`src/rtl/or1200_cl_dec_stream.sv`:
```
// Cache-line refill decryptor: buffers refill beats until the AES pad is present,
// XORs each word with its pad slice and writes words to the data cache in order.
module or1200_cl_dec_stream #(
    parameter int WORDS = 4,
    parameter int DW    = 32
) (
    input  logic                  clk,
    input  logic                  rst,
    input  logic                  secure_exec,
    input  logic                  line_start,
    input  logic                  line_enc,
    input  logic                  pad_valid,
    input  logic [WORDS*DW-1:0]   pad,
    input  logic                  biu_ack_i,
    input  logic [DW-1:0]         biu_dat_i,
    output logic                  dc_we_o,
    output logic [1:0]            dc_word_o,
    output logic [DW-1:0]         dc_dat_o,
    output logic                  line_done_o,
    output logic                  busy_o,
    output logic                  err_o,
    output logic [1:0]            dbg_state,
    output logic                  dbg_pad_ok
);

    typedef enum logic [1:0] {
        S_IDLE  = 2'd0,
        S_ENC   = 2'd1,
        S_PLAIN = 2'd2
    } state_t;

    state_t              state_q, state_d;
    logic [2:0]          in_ptr, out_ptr;
    logic [DW-1:0]       line_buf [WORDS];
    logic [WORDS-1:0]    vld;
    logic [WORDS*DW-1:0] pad_r;
    logic                pad_ok;
    logic [DW-1:0]       pad_w [WORDS];

    logic                start_ok, start_enc, beat_ok, fwd;
    logic                enc_emit, plain_emit;
    logic [DW-1:0]       enc_word;
    logic                we_d, done_d, err_d;
    logic [1:0]          word_d;
    logic [DW-1:0]       dat_d;

    // Word 0 takes the most significant pad slice.
    generate
        for (genvar i = 0; i < WORDS; i++) begin : g_pad
            assign pad_w[i] = pad_r[(WORDS-1-i)*DW +: DW];
        end
    endgenerate

    // A line_start in the cycle line_done_o is high is still treated as overlapping the line.
    always_comb begin
        start_ok   = line_start && (state_q == S_IDLE) && !line_done_o;
        start_enc  = start_ok && line_enc && secure_exec;
        beat_ok    = biu_ack_i && (state_q != S_IDLE) && !in_ptr[2];
        err_d      = (biu_ack_i && !beat_ok) || (line_start && !start_ok);
        fwd        = beat_ok && (in_ptr == out_ptr);
        enc_word   = vld[out_ptr[1:0]] ? line_buf[out_ptr[1:0]] : biu_dat_i;
        enc_emit   = (state_q == S_ENC) && pad_ok && !out_ptr[2] && (vld[out_ptr[1:0]] || fwd);
        plain_emit = (state_q == S_PLAIN) && beat_ok;
    end

    // State register
    always_ff @(posedge clk or negedge rst) begin
        if (!rst) state_q <= S_IDLE;
        else      state_q <= state_d;
    end

    // Next-state logic
    always_comb begin
        state_d = state_q;
        case (state_q)
            S_IDLE:  if (start_ok) state_d = start_enc ? S_ENC : S_PLAIN;
            S_ENC,
            S_PLAIN: if (done_d) state_d = S_IDLE;
            default: state_d = S_IDLE;
        endcase
    end

    // Output logic (values registered into the dc_* pulses below)
    always_comb begin
        we_d   = enc_emit || plain_emit;
        word_d = enc_emit ? out_ptr[1:0] : in_ptr[1:0];
        dat_d  = enc_emit ? (enc_word ^ pad_w[out_ptr[1:0]]) : biu_dat_i;
        done_d = we_d && (word_d == 2'd3);
    end

    always_ff @(posedge clk or negedge rst) begin
        if (!rst) begin
            in_ptr  <= '0;
            out_ptr <= '0;
            vld     <= '0;
            for (int i = 0; i < WORDS; i++) line_buf[i] <= '0;
        end else if (start_ok) begin
            in_ptr  <= '0;
            out_ptr <= '0;
            vld     <= '0;
        end else begin
            if (beat_ok) begin
                in_ptr <= in_ptr + 3'd1;
                if (state_q == S_ENC) begin
                    line_buf[in_ptr[1:0]] <= biu_dat_i;
                    vld[in_ptr[1:0]]      <= 1'b1;
                end
            end
            if (enc_emit) out_ptr <= out_ptr + 3'd1;
        end
    end

    // A fresh pad wins over a same-cycle clear so it survives for the next line.
    always_ff @(posedge clk or negedge rst) begin
        if (!rst) begin
            pad_r  <= '0;
            pad_ok <= 1'b0;
        end else if (pad_valid) begin
            pad_r  <= pad;
            pad_ok <= 1'b1;
        end else if ((enc_emit && done_d) || (start_ok && !start_enc)) begin
            pad_ok <= 1'b0;
        end
    end

    always_ff @(posedge clk or negedge rst) begin
        if (!rst) begin
            dc_we_o     <= 1'b0;
            dc_word_o   <= '0;
            dc_dat_o    <= '0;
            line_done_o <= 1'b0;
            err_o       <= 1'b0;
        end else begin
            dc_we_o     <= we_d;
            line_done_o <= done_d;
            err_o       <= err_d;
            if (we_d) begin
                dc_word_o <= word_d;
                dc_dat_o  <= dat_d;
            end
        end
    end

    assign busy_o     = (state_q != S_IDLE);
    assign dbg_state  = state_q;
    assign dbg_pad_ok = pad_ok;

endmodule

```
`config.mk`:
```
export PLATFORM = sky130hd
export DESIGN_NAME = or1200_cl_dec_stream
export DESIGN_NICKNAME = d
export VERILOG_FILES = /design/src/rtl/or1200_cl_dec_stream.sv
export SDC_FILE = /design/constraint.sdc
export NUM_CORES = 1
export LEC_CHECK = 0
export CORE_MARGIN = 4
export CORE_UTILIZATION = 45
export DETAILED_ROUTE_END_ITERATION = 8
export HOLD_SLACK_MARGIN = 0.15
export PLACE_DENSITY = 0.66
export SYNTH_ARGS = -nofsm -noshare
export SYNTH_HDL_FRONTEND = slang
export SYNTH_SLANG_ARGS = --single-unit
```
`constraint.sdc`:
```
create_clock -name clk -period 6.4 [get_ports clk]
set_input_delay 1.92 -clock clk [delete_from_list [all_inputs] [get_ports clk]]
set_output_delay 1.92 -clock clk [all_outputs]
set_load 0.05 [all_outputs]
```
==> metrics <==
r2r worst-path depth=6; layout cells sized above 1=a little over a third; r2r setup slk=between 3 and 4 ns; Port Buffers=around 210; Seq cells post-synth=306; grt total ovfl=0; Max-cap violations=0; Syn-to-layout area delta=25.6%; Post-CTS Setup Bufs=0; Ports=~210; CP Data Arrival Time=4.57 ns; Post-DP HPWL=around 20000 um; Die H=~180 um; CP endpoint=dc_dat_o[13]$_DFFE_PN0P_; most frequent cells in the layout=dfrtp_1, mux2_2, clkdlybuf4s50_1, mux2i_1, mux4_2; Slew Viols, Final=0; GP Congestion=around 0.76; Flop pwr share=about two fifths; Post-CTS Resized=0; RSZ-0062 raised after global routing=false; Internal=approximately 4.4 mW; slew at the pin with the worst max-slew slack=between 0.9 and 1 ns; TritonCTS clock tree=built; Synth warnings=0; Crit Path Class=primary input to flip-flop; type of origin of the critical path=primary input; status=finished, final reports clean; maximum vdd ir drop=approximately 0.22 mV; DR DRC count=0; width of the die=184 um; fin crit period=~4.2 ns; initial DRC count=412; Post-Syn Nets=1094; sw power=1.95 mW; fin crit share=between 60% and 70%; pin count of the biggest net entering global routing=134; root buf cell=clkbuf_16; Mapped Area=approximately 14000 um^2; Layout Skew=roughly 0.022 ns; hold_ws=about 0.49 ns; hold path depth=2; Initial DRT Pass Iterations=4; worst r2r src=out_ptr[1]$_DFFE_PN0P_; number of global-route vias before repair=8961; Wirelength per Cell=approximately 20 um; Via density=approximately 5.4; Fin Setup TNS=0 ns; Finish-stage setup viols=0; power per cell area=around 360 nW/um^2; Sw Ratio=a little under a third; Die ar.=33900 um^2; Comb power frac=28.8%; placeable core region=between 30000 and 40000 um^2; crit path from=biu_ack_i; Leak=7.37 nW; Synth Instances=slightly above 900; reg2reg end=dc_dat_o[13]$_DFFE_PN0P_; worst hold path type=flip-flop to flip-flop; Seq/Total Area, Yosys=a little over half; Clock Power Share=between 30 and 40%; initial core utilization=between 40 and 50%; Final Hold Vio Count=0; Sink Count=roughly 300; clock-pin slew on the worst setup and hold paths=around 0.060 ns; fmax=around 0.24 GHz; count of cell types in the netlist=34; first-pass GRT wire length=about 50000 um; Via Count=8255; Skew-Pair Late Insertion Delay=roughly 0.52 ns; cts bufs inserted=35; ANT cells=0; Clock Tree Buf Depth=3; CP max FO=39; H-Tree Depth=2; syn_area_per_cell=between 15 and 20 um^2; most common cell after layout, fill and taps aside=dfrtp_1; DRT Wirelength=between 30000 and 40000 um; row count=64; cts hold-fix bufs=0; critical path required time=~6.8 ns; post-route ant nets=0; Global Route Usage Sum=18.4%; initial antenna violation count=3; Slew Limit Headroom=between 30% and 40%; crit end category=flip-flop; final layout net count=about 1300
## per-stage QoR
stage	instance area, um^2	power [mW]	utilization (%)	setup WS [ns]	instances
after floorplan	14000	3.79	-	3.11	919
after global placement	16400	4.40	53.6	1.76	1475
after detailed placement	16400	4.44	53.6	1.67	1475
after CTS	17500	6.42	57.4	2.22	1538
after global routing	17500	6.66	57.4	1.99	1538
final	17500	6.33	57.4	2.20	1538
## state kept, by name (all words and copies together), names as in the netlist, 2 cells and up
name / cells
line_buf: 128
pad_r: 128
dc_dat_o: 32
vld: 4
in_ptr: 3
out_ptr: 3
dbg_state: 2
dc_word_o: 2
## kinds of logic (layout without fill, tap and decap cells)
| family | Yosys count | after routing | share of synthesized area [%] |
|---|---|---|---|
| AO/OA/AOI/OAI | 50 | 50 | 2.11 |
| XOR/XNOR | 35 | 35 | 2.19 |
| adder cells (fa/ha/maj) | 8 | 8 | 0.716 |
| buffers and inverters | 71 | 294 | 2.27 |
| flip-flops | 306 | 306 | 54.8 |
| multiplexers | 388 | 388 | 35.9 |
| AND/OR/NAND/NOR | 61 | 61 | 1.99 |
## worst min-delay path by stage
stage,startpoint,endpoint
after floorplan,vld[0]$_DFFE_PN0P_,vld[0]$_DFFE_PN0P_
after CTS,vld[0]$_DFFE_PN0P_,vld[0]$_DFFE_PN0P_
final,vld[0]$_DFFE_PN0P_,vld[0]$_DFFE_PN0P_
after detailed placement,vld[0]$_DFFE_PN0P_,vld[0]$_DFFE_PN0P_
after global placement,vld[0]$_DFFE_PN0P_,vld[0]$_DFFE_PN0P_
after global routing,pad_r[122]$_DFFE_PN0P_,pad_r[122]$_DFFE_PN0P_
## layer usage
layer,vias to the layer above,track usage [%],share of wire [%]
met5,-,0,0.072
li1,3760,-,-
met3,44,3.91,5.0
met4,4,4.38,2.0
met1,4291,25.4,44
met2,156,30.4,49
## power by group through the flow
| stage | Clock (mW) | Sequential, mW | Combinational, mW |
|---|---|---|---|
| floorplan | 0 | 2.90 | 0.896 |
| detailed placement | 0 | 2.58 | 1.85 |
| CTS | 2.01 | 2.55 | 1.85 |
| finish | 1.95 | 2.55 | 1.82 |
| global route | 2.09 | 2.61 | 1.96 |
| global placement | 0 | 2.58 | 1.82 |
## synth_stat cells
library cell / count / area share [%]
a2111o_1: 1 / 0.081
a2111oi_2: 1 / 0.11
a21oi_1: 5 / 0.18
a22o_1: 5 / 0.31
a31o_1: 1 / 0.063
and2_1: 3 / 0.13
and3_1: 1 / 0.045
buf_1: 1 / 0.027
buf_2: 19 / 0.68
buf_4: 3 / 0.16
buf_6: 2 / 0.16
clkbuf_1: 35 / 0.94
dfrtp_1: 306 / 55
ha_1: 8 / 0.72
inv_1: 11 / 0.30
mux2_2: 256 / 21
mux2i_1: 67 / 4.8
mux4_2: 65 / 10
nand2_1: 39 / 1.0
nand3_1: 4 / 0.14
nand3b_1: 1 / 0.054
nand4_1: 1 / 0.045
nor2_1: 5 / 0.13
nor2b_1: 2 / 0.090
nor3b_1: 1 / 0.054
nor3b_2: 1 / 0.090
o21ai_0: 16 / 0.57
o21ai_1: 19 / 0.68
o21ai_2: 1 / 0.063
o31ai_1: 1 / 0.054
or2_1: 1 / 0.045
or3_1: 1 / 0.045
or3b_2: 1 / 0.063
xnor2_1: 35 / 2.2
## critical path, cell delays in order
cell             delay [ns]
clkdlybuf4s50_1        0.48
nor3b_2                0.53
a31o_1                 0.27
nor2b_4                0.65
buf_4                  0.49
o21ai_0                0.18
## layout make-up
| cell class | instances | area [um^2] |
|---|---|---|
| Clock buffer | 56 | 1060 |
| Clock inverter | 7 | 78.8 |
| Fill cell | 2489 | 13000 |
| Inverter | 11 | 41.3 |
| Multi-Input combinational cell | 542 | 6020 |
| Sequential cell | 306 | 7660 |
| Tap cell | 396 | 495 |
| Timing Repair Buffer | 220 | 2190 |
Note: power is estimated with default switching activity, not from simulation.
